--- src/rtl/uart_pkg.sv ---
// uart_pkg: definitions shared by the UART receiver and transmitter.
//   - FSM state encoding (3-bit) and the state enum built on it
//   - parity mode constants
//   - oversampling constants
//   - parity_error(): receive-side parity check for a given mode
package uart_pkg;

  localparam logic [2:0] S_IDLE  = 3'd0;
  localparam logic [2:0] S_START = 3'd1;
  localparam logic [2:0] S_DATA  = 3'd2;
  localparam logic [2:0] S_PAR   = 3'd3;
  localparam logic [2:0] S_STOP  = 3'd4;

  typedef enum logic [2:0] {
    ST_IDLE  = S_IDLE,
    ST_START = S_START,
    ST_DATA  = S_DATA,
    ST_PAR   = S_PAR,
    ST_STOP  = S_STOP
  } uart_state_t;

  localparam int PAR_NONE = 0;
  localparam int PAR_EVEN = 1;
  localparam int PAR_ODD  = 2;

  localparam int         OVERSAMPLE = 16;
  localparam logic [4:0] MID_TICK   = 5'd7;

  // data_xor is the XOR reduction of the data word, p the received parity bit.
  function automatic logic parity_error(input int mode, input logic data_xor,
                                        input logic p);
    logic err;
    case (mode)
      PAR_EVEN: err = data_xor ^ p;
      PAR_ODD:  err = ~(data_xor ^ p);
      default:  err = 1'b0;
    endcase
    return err;
  endfunction

endpackage

--- src/rtl/sync_2ff.sv ---
// sync_2ff: two-flop synchronizer for a single asynchronous bit.
// Ports:
//   clk  in   destination clock
//   rst  in   async reset, active-high; both flops load RST_VAL
//   d    in   asynchronous input
//   q    out  synchronized output, 2 clk latency
module sync_2ff #(
  parameter logic RST_VAL = 1'b0
) (
  input  logic clk,
  input  logic rst,
  input  logic d,
  output logic q
);

  logic meta;

  always_ff @(posedge clk or posedge rst) begin
    if (rst) begin
      meta <= RST_VAL;
      q    <= RST_VAL;
    end else begin
      meta <= d;
      q    <= meta;
    end
  end

endmodule

--- src/rtl/uart_rx.sv ---
// uart_rx: 16x oversampling UART receiver (start, DBIT data LSB-first,
// optional parity, stop). Presents each word with a one-cycle done strobe
// and framing/parity status that hold until the next word.
// Ports:
//   clk           in   system clock
//   rst           in   async reset, active-high
//   tick          in   oversample strobe, 16 per bit, one clk wide
//   rx            in   asynchronous serial line, idle high
//   dout          out  last received word
//   rx_done_tick  out  one-cycle pulse when dout/flags update
//   frame_err     out  stop-bit sample was 0 in the last frame
//   parity_err    out  parity mismatch in the last frame (0 when PARITY=0)
//   busy          out  FSM not in IDLE
//
// state   | meaning
// --------+-------------------------------------------------------------
// IDLE    | line idle, waiting for rx_s low (not tick-qualified)
// START   | counting to mid start bit; low there = real start, else glitch
// DATA    | sampling DBIT data bits every 16 ticks at mid bit
// PAR     | sampling the parity bit
// STOP    | waiting SB_TICK ticks, then publishing word and status
module uart_rx
  import uart_pkg::*;
#(
  parameter int DBIT    = 8,
  parameter int SB_TICK = 16,
  parameter int PARITY  = 0
) (
  input  logic            clk,
  input  logic            rst,
  input  logic            tick,
  input  logic            rx,
  output logic [DBIT-1:0] dout,
  output logic            rx_done_tick,
  output logic            frame_err,
  output logic            parity_err,
  output logic            busy
);

  localparam logic [4:0] LAST_TICK = 5'(OVERSAMPLE - 1);
  localparam logic [4:0] STOP_LAST = 5'(SB_TICK - 1);
  localparam logic [2:0] LAST_BIT  = 3'(DBIT - 1);

  logic            rx_s;
  uart_state_t     state, state_n;
  logic [4:0]      s_cnt, s_cnt_n;
  logic [2:0]      n_cnt, n_cnt_n;
  logic [DBIT-1:0] b, b_n;
  logic            p, p_n;
  logic [DBIT-1:0] dout_n;
  logic            done_n, ferr_n, perr_n;

  sync_2ff #(.RST_VAL(1'b1)) u_rx_sync (
    .clk (clk),
    .rst (rst),
    .d   (rx),
    .q   (rx_s)
  );

  always_ff @(posedge clk or posedge rst) begin
    if (rst) begin
      state        <= ST_IDLE;
      s_cnt        <= '0;
      n_cnt        <= '0;
      b            <= '0;
      p            <= 1'b0;
      dout         <= '0;
      rx_done_tick <= 1'b0;
      frame_err    <= 1'b0;
      parity_err   <= 1'b0;
    end else begin
      state        <= state_n;
      s_cnt        <= s_cnt_n;
      n_cnt        <= n_cnt_n;
      b            <= b_n;
      p            <= p_n;
      dout         <= dout_n;
      rx_done_tick <= done_n;
      frame_err    <= ferr_n;
      parity_err   <= perr_n;
    end
  end

  always_comb begin
    state_n = state;
    s_cnt_n = s_cnt;
    n_cnt_n = n_cnt;
    b_n     = b;
    p_n     = p;
    dout_n  = dout;
    done_n  = 1'b0;
    ferr_n  = frame_err;
    perr_n  = parity_err;

    case (state)
      ST_IDLE: begin
        // Start edge is taken on any clk; a coincident tick is not counted.
        if (!rx_s) begin
          state_n = ST_START;
          s_cnt_n = '0;
        end
      end

      ST_START: begin
        if (tick) begin
          if (s_cnt == MID_TICK) begin
            if (!rx_s) begin
              state_n = ST_DATA;
              s_cnt_n = '0;
              n_cnt_n = '0;
            end else begin
              state_n = ST_IDLE;
            end
          end else begin
            s_cnt_n = s_cnt + 5'd1;
          end
        end
      end

      ST_DATA: begin
        if (tick) begin
          if (s_cnt == LAST_TICK) begin
            s_cnt_n = '0;
            b_n     = {rx_s, b[DBIT-1:1]};
            if (n_cnt == LAST_BIT) begin
              state_n = (PARITY != PAR_NONE) ? ST_PAR : ST_STOP;
            end else begin
              n_cnt_n = n_cnt + 3'd1;
            end
          end else begin
            s_cnt_n = s_cnt + 5'd1;
          end
        end
      end

      ST_PAR: begin
        if (tick) begin
          if (s_cnt == LAST_TICK) begin
            p_n     = rx_s;
            s_cnt_n = '0;
            state_n = ST_STOP;
          end else begin
            s_cnt_n = s_cnt + 5'd1;
          end
        end
      end

      ST_STOP: begin
        if (tick) begin
          if (s_cnt == STOP_LAST) begin
            state_n = ST_IDLE;
            dout_n  = b;
            done_n  = 1'b1;
            ferr_n  = ~rx_s;
            perr_n  = parity_error(PARITY, ^b, p);
          end else begin
            s_cnt_n = s_cnt + 5'd1;
          end
        end
      end

      default: state_n = ST_IDLE;
    endcase
  end

  assign busy = (state != ST_IDLE);

endmodule

--- config.mk ---
export PLATFORM = sky130hd
export DESIGN_NAME = uart_rx
export DESIGN_NICKNAME = d
export VERILOG_FILES = /design/src/rtl/uart_pkg.sv /design/src/rtl/sync_2ff.sv /design/src/rtl/uart_rx.sv
export SDC_FILE = /design/constraint.sdc
export NUM_CORES = 1
export LEC_CHECK = 0
export ABC_AREA = 1
export CAP_MARGIN = 20
export CORE_AREA = 2 2 61 63
export DETAILED_ROUTE_END_ITERATION = 6
export DIE_AREA = 0 0 63 65
export PLACE_DENSITY = 0.78
export SLEW_MARGIN = 30
export SYNTH_ARGS = -nofsm -noshare
export SYNTH_HDL_FRONTEND = slang
export SYNTH_SLANG_ARGS = --single-unit
--- constraint.sdc ---
create_clock -name clk -period 1.6 [get_ports clk]
set_input_delay 0.16 -clock clk [delete_from_list [all_inputs] [get_ports clk]]
set_output_delay 0.16 -clock clk [all_outputs]
set_load 0.05 [all_outputs]
==> results of run 1 <==
## cell usage after synthesis (all sizes together)
master  number  share of area
nand2       70           0.17
dfrtp       29           0.43
inv         24          0.053
o21ai       23          0.097
nand3       17          0.059
nor2         8          0.037
ha           6          0.045
buf          4          0.020
nand3b       4          0.018
dfstp        2          0.031
a21oi        1         0.0052
clkinv       1         0.0022
conb         1         0.0022
nor3         1         0.0096
nor4         1         0.0037
o211ai       1         0.0074
xor2         1         0.0052
## power breakdown
| group | total, mW | internal, mW | switching [mW] | leakage (nW) |
|---|---|---|---|---|
| clock network | 0.636 | 0.369 | 0.267 | 0.0482 |
| logic | 1.33 | 0.504 | 0.829 | 0.567 |
| registers | 1.01 | 0.880 | 0.126 | 0.418 |
## flip-flops by register name, summed over array words and instances, names as in the netlist
register / cells
n_cnt: 3
dout: 8
state: 3
b: 8
u_rx_sync.q: 1
rx_done_tick: 1
frame_err: 1
s_cnt: 5
u_rx_sync.meta: 1
## how the worst max path moves through the flow
stage	start	cells past startpoint	endpoint	slack [ns]
3_5_place_dp	s_cnt[1]$_DFFE_PP0P_	12	s_cnt[0]$_DFFE_PP0P_	-0.08
2_1_floorplan	s_cnt[0]$_DFFE_PP0P_	12	s_cnt[0]$_DFFE_PP0P_	-0.001
6_report	s_cnt[1]$_DFFE_PP0P_	12	s_cnt[0]$_DFFE_PP0P_	-0.01
4_1_cts	s_cnt[0]$_DFFE_PP0P_	12	s_cnt[3]$_DFFE_PP0P_	-0.05
5_1_grt	s_cnt[1]$_DFFE_PP0P_	12	s_cnt[3]$_DFFE_PP0P_	-0.12
3_3_place_gp	s_cnt[1]$_DFFE_PP0P_	12	s_cnt[0]$_DFFE_PP0P_	-0.02
## per-layer routing
| metal | share of wire | vias to the layer above | routed length [um] | track usage |
|---|---|---|---|---|
| met5 | 0 | - | 0 | 0 |
| met4 | 0.016 | 0 | 50 | 0.0694 |
| met3 | 0.026 | 6 | 82 | 0.0434 |
| met2 | 0.50 | 21 | 1550 | 0.289 |
| met1 | 0.46 | 613 | 1430 | 0.208 |
| li1 | - | 680 | - | - |
## cell families (layout without fill, tap and decap cells)
family	count (synthesis)	after routing
AND/OR/NAND/NOR	101	101
AO/OA/AOI/OAI	25	25
flip-flops	31	31
buffers and inverters	29	60
XOR/XNOR	1	1
adder cells (fa/ha/maj)	6	6
other	1	1
## metrics by stage
step | setup WS, ns | TNS (ns) | instances | total power, mW | utilization
floorplan | -0.00128 | -0.00128 | 194 | 1.94 | -
global placement | -0.0157 | -0.0206 | 262 | 2.27 | 0.554
detailed placement | -0.0798 | -0.303 | 262 | 2.29 | 0.554
CTS | -0.0479 | -0.163 | 272 | 2.95 | 0.588
global route | -0.121 | -1.96 | 273 | 3.19 | 0.598
finish | -0.0103 | -0.0292 | 273 | 2.98 | 0.598
## area by class of cell
type / instances / area share
Multi-Input combinational cell: 134 / 0.396
Sequential cell: 31 / 0.373
Timing Repair Buffer: 27 / 0.112
Inverter: 25 / 0.0484
Tap cell: 48 / 0.0287
Clock buffer: 6 / 0.0245
Clock inverter: 2 / 0.0167
## worst register-to-register path: cells and delay by family (launching register included)
kind | cells | cell delay, ns
buf+inv | 2 | 0.10
flops | 1 | 0.39
simple gates | 6 | 0.55
compound gates | 2 | 0.12
fa+ha+maj | 2 | 0.36
## what timing repair did
action                                 in CTS  in global routing
resized for setup                           5                  9
setup buffers                               2                  1
endpoints found under the hold margin       0                  0
setup endpoints to repair                  25                 29
pin swaps                                   5                  7
==> results.ini, run 1 <==
[run_status]
status=complete, but fails checks
violations=negative setup slack

[drt]
first_iter_violations=72
ant_nets=0
routed_wl_um=3110
first_pass_iters=4
avgRoutedWirePerCell_um=11.4
vias_per_cell=4.84
route.detailed.drc=0
dr_total_vias=1320

[floorplan]
initial_core_util=0.482
io_pins=16
dieArea_sq_mm=0.00410
die_height_um=65
coreArea_sq_mm=0.00350
die_x_um=63
num_rows=22

[final_layout]
seq_area_sq_um=781
multi_input_comb_area_sq_um=828
layout-drive-gt1-share=0.364
layout_commonest_cell=nand2_1
insertedDiodeCount=0
fillerInstances=306
finalInstanceArea_sq_mm=0.00209
mostFrequentLayoutCells=nand2_1 (56), dfrtp_1 (27), buf_4 (22), inv_1 (17), nand3_1 (14)
final_nets=234
syn_to_final_growth_pct=24.0

[timing]
clock.fmax_mhz=621
hold_viol=0
fin_crit_sh=1.01
setup_violations=3
min_period_ns=1.61
rsz0062_at_grt=yes
drv_slew=0
clock_skew_ns=0.00700
worst_hold_slack_ns=0.210
setup_ws_ns=-0.0103

[cts]
cts_root_buf=clkbuf_4
path_clk_slew_ns=0.10
htreeDepth=2
hold_buffers=0
insertion_delay_ns=0.32
cts_buffer_depth=2
cts.sinks=31
cts_buffers=5
cts_tree=built

[synth]
syn_inst=194
muxShareOfSynthArea=0
synth_area_sq_mm=0.00169
ys_warn_count=0
yosys.area_share.xor_xnor=0.00519
ys_ff_latch=31
synth.distinct_cells=27
yosys.area_share.adder=0.0445
synth_fp_nets=204
synth_top_family_by_area=simple AND/OR/NAND/NOR gates
synth-seq-area-share=0.461
synth_compound_area_frac=0.110
yosys.area_share.simple=0.301
syn-mean-instance-area_sq_um=8.69

[grt]
grt_pass1_vias=1289
antenna_found_initial=0
grt_max_degree=32
track_usage=0.171
grt_overflow=0
grt_pass1_wl_um=5470

[placement]
hpwl_um=2230
placed_cell_area_sq_mm=0.00194
numPortBuffers=14
gp_congestion=0.939

[flow_run]
maxCapViolations=0

[worst_setup_path]
critPathCaptureType=register
reg2regPathDepth=12
worstPathCellList=ha_2 > nand2_2 > inv_2 > nand2_2 > inv_2 > ha_4 > nor2_4 > a21oi_4 > nor2_4 > nand2_2 > nand2_1 > o21ai_1
cp_num_buf_inv=2
crit_fanout=7
reg2reg_to=s_cnt[0]$_DFFE_PP0P_
r2r_slack_ns=-0.01
required_ns=1.81
critical_path.max_stage_delay_ns=0.39
setup.worst_path.start_class=register
cp_slowest_cell=dfrtp_1
r2r-start=s_cnt[1]$_DFFE_PP0P_
cp_common_cell=nand2_2
crit_family=simple AND/OR/NAND/NOR gates
arrival_ns=1.82
path_class=reg -> reg

[power_and_ir_drop]
leakage_nw=1.03
power.density_mw_per_mm2=1420
peakVddDrop_v=0.000791

[worst_hold_path]
hp-class=in -> async

Note: power is estimated with default switching activity, not from simulation.
==> inputs of run 2 (changes only) <==
- CORE_AREA: 2 2 61 63 -> 2 2 68 70
- DIE_AREA: 0 0 63 65 -> 0 0 70 72
- PLACE_DENSITY: 0.78 -> 0.66
==> run 2 against run 1 <==
  * The run still ends with negative setup slack left
  * Sequential power is essentially flat
  * Sequential share of layout area shrank 0.45 points
  * Clock power grew 26%
  * Flip-flop and latch count is the same
  * Register-to-register slack lost 0.03 ns
  * First-iteration DRC count grew 14%
  * Global-route usage shrank 3.0 points
  * Combinational power is essentially flat
  * Core utilization shrank 10 points
  * Worst setup slack lost 0.027 ns
  * Final cell count grew 1.1%
==> results.ini, run 2 (synthesis results as in run 1) <==
[worst_hold_path]
hp-class=in -> async

[worst_setup_path]
reg2regPathDepth=12  ; unchanged
critPathCaptureType=register
critPathLaunch=s_cnt[0]$_DFFE_PP0P_
path_class=reg -> reg
critical_path.max_stage_delay_ns=0.39  ; about the same
setup.worst_path.start_class=register
cp_slowest_cell=dfrtp_1
cp_num_buf_inv=2  ; unchanged
required_ns=1.77  ; -0.04 ns
worstPathCellList=ha_2 > nand2_2 > inv_2 > nand2_2 > inv_2 > ha_4 > nor2_4 > a21oi_2 > nor2_4 > nand2_2 > nand2_1 > o21ai_1
crit_family=simple AND/OR/NAND/NOR gates
r2r_slack_ns=-0.04  ; -0.03 ns
crit_fanout=7  ; unchanged
r2r-start=s_cnt[0]$_DFFE_PP0P_
cp.depth=12  ; unchanged
crit_end=s_cnt[0]$_DFFE_PP0P_
arrival_ns=1.80  ; -0.02 ns
reg2reg_to=s_cnt[0]$_DFFE_PP0P_
cp_common_cell=nand2_2

[timing]
setup_ws_ns=-0.0375  ; -0.0271 ns
rsz0062_at_grt=yes
clock_skew_ns=0.00864  ; +0.00164 ns
setup_violations=4  ; +1
fin_crit_sh=1.02  ; +0.0170
min_period_ns=1.64  ; +0.0271 ns
tns_ns=-0.0577  ; -0.0285 ns
worst_hold_slack_ns=0.248  ; +0.0383 ns
drv_slew=0  ; unchanged
hold_viol=0  ; unchanged
clock.fmax_mhz=611  ; -1.7%

[grt]
track_usage=0.140  ; -0.0305
grt_pass1_vias=1221  ; -5.3%
antenna_found_initial=0  ; unchanged
grt_max_degree=32  ; unchanged
grt_overflow=0  ; unchanged
grt_pass1_wl_um=5520  ; +0.90%

[floorplan]
io_pins=16  ; unchanged
dieArea_sq_mm=0.00504  ; +23%
initial_core_util=0.396  ; -0.0869
num_rows=24  ; +9.1%
coreArea_sq_mm=0.00426  ; +22%
die_x_um=70  ; +11%
die_height_um=72  ; +11%

[power_and_ir_drop]
leakage_nw=1.04  ; +0.83%
swShare=0.397  ; -0.0137
p_switching_mw=1.24  ; +1.4%
power.density_mw_per_mm2=1480  ; +4.0%
peakVddDrop_v=0.000480  ; -39%
seqPwrFrac=0.319  ; -0.019
power.internal_mw=1.88  ; +7.3%
comb_power_share=0.423  ; -0.025
clkPwrFrac=0.257  ; +0.043

[final_layout]
layout-drive-gt1-share=0.362  ; -0.00284
syn_to_final_growth_pct=25.1
fin_util=0.495  ; -0.103
fillerInstances=406  ; +33%
reg_top3=b: 8 flops, dout: 8 flops, s_cnt: 5 flops
mostFrequentLayoutCells=nand2_1 (55), dfrtp_1 (29), buf_4 (21), inv_1 (17)
insertedDiodeCount=0  ; unchanged
final_nets=233  ; -0.43%
layout_commonest_cell=nand2_1
fin_cells=276  ; +1.1%

[drt]
avgRoutedWirePerCell_um=11.4  ; about the same
first_pass_iters=4  ; unchanged
vias_per_cell=4.62  ; -4.5%
dr_total_vias=1275  ; -3.4%
routed_wl_um=3140  ; +1.0%
ant_nets=0  ; unchanged
route.detailed.drc=0  ; unchanged
first_iter_violations=82  ; +14%

[placement]
dp.cells=265  ; +1.1%
numPortBuffers=14  ; unchanged
hpwl_um=2270  ; +1.9%
pre_cts_slack_ns=-0.108  ; -0.0280 ns
gp_congestion=0.848  ; -9.7%

[cts]
cts_tree=built
htreeDepth=2  ; unchanged
cts_root_buf=clkbuf_8
hold_buffers=0  ; unchanged
path_clk_slew_ns=0.07  ; -0.03 ns
cts_buffer_depth=2  ; unchanged
cts.sinks=31  ; unchanged
insertion_delay_ns=0.28  ; -0.04 ns
cts_buffers=5  ; unchanged

[run_status]
status=complete, but fails checks
violations=negative setup slack

[flow_run]
maxCapViolations=0  ; unchanged

run 2: changes by cell type in the layout (fill, tap and decap cells not counted), moves of 2 or more:
cell / previous run / this run
dfrtp_2: 2 / 0
clkbuf_8: 1 / 6
clkbuf_4: 5 / 0
dfrtp_1: 27 / 29
run 2: worst min path at each step:
stage / startpoint / endpoint / slack (ns)
final: rst / dout[5]$_DFFE_PP0P_ / 0.25
after global routing: rx / u_rx_sync.meta$_DFF_PP1_ / 0.28
after CTS: rst / b[3]$_DFFE_PP0P_ / 0.26
after detailed placement: u_rx_sync.meta$_DFF_PP1_ / u_rx_sync.q$_DFF_PP1_ / 0.35
after global placement: u_rx_sync.meta$_DFF_PP1_ / u_rx_sync.q$_DFF_PP1_ / 0.35
after floorplan: rx / u_rx_sync.meta$_DFF_PP1_ / 0.16
run 2: cell type report:
type,count,area [sq um],area share
clock buffers,6,82.6,0.0391
multi-input cells,134,826,0.391
inverters,25,96.3,0.0456
flip-flops and latches,31,778,0.369
well taps,52,65.1,0.0308
repair buffers,26,228,0.108
clock inverters,2,35.0,0.0166
run 2: per-stage QoR:
stage	power, mW	area, sq um
after floorplan	1.94	1700
after CTS	3.10	2070
final	3.12	2110
after detailed placement	2.28	1930
after global placement	2.27	1930
after global routing	3.35	2110
run 2: what timing repair did:
item                                    CTS  global route
endpoints found under the setup margin   26            28
gates resized for setup                   5             7
setup buffers                             0             3
pin swaps                                 5             5
run 2: metal layers:
metal | vias to the layer above | share of wire | track usage
met5 | - | 0 | 0
met4 | 0 | 0.019 | 0.0577
met3 | 5 | 0.030 | 0.0458
met2 | 15 | 0.47 | 0.219
met1 | 588 | 0.48 | 0.181
li1 | 667 | - | -
run 2: power by group through the flow:
stage | sequential (mW) | clock (mW) | combinational (mW)
4_1_cts | 0.995 | 0.824 | 1.28
6_report | 0.997 | 0.803 | 1.32
3_3_place_gp | 1.01 | 0 | 1.26
5_1_grt | 1.01 | 0.862 | 1.48
2_1_floorplan | 0.982 | 0 | 0.956
3_5_place_dp | 1.01 | 0 | 1.27
run 2: worst register-to-register path, delay by kind of cell, from the launching register on:
family	cells	cell delay, ns
AO/OA/AOI/OAI	2	0.14
flip-flops	1	0.39
adder cells (fa/ha/maj)	2	0.37
buffers and inverters	2	0.10
AND/OR/NAND/NOR	6	0.53
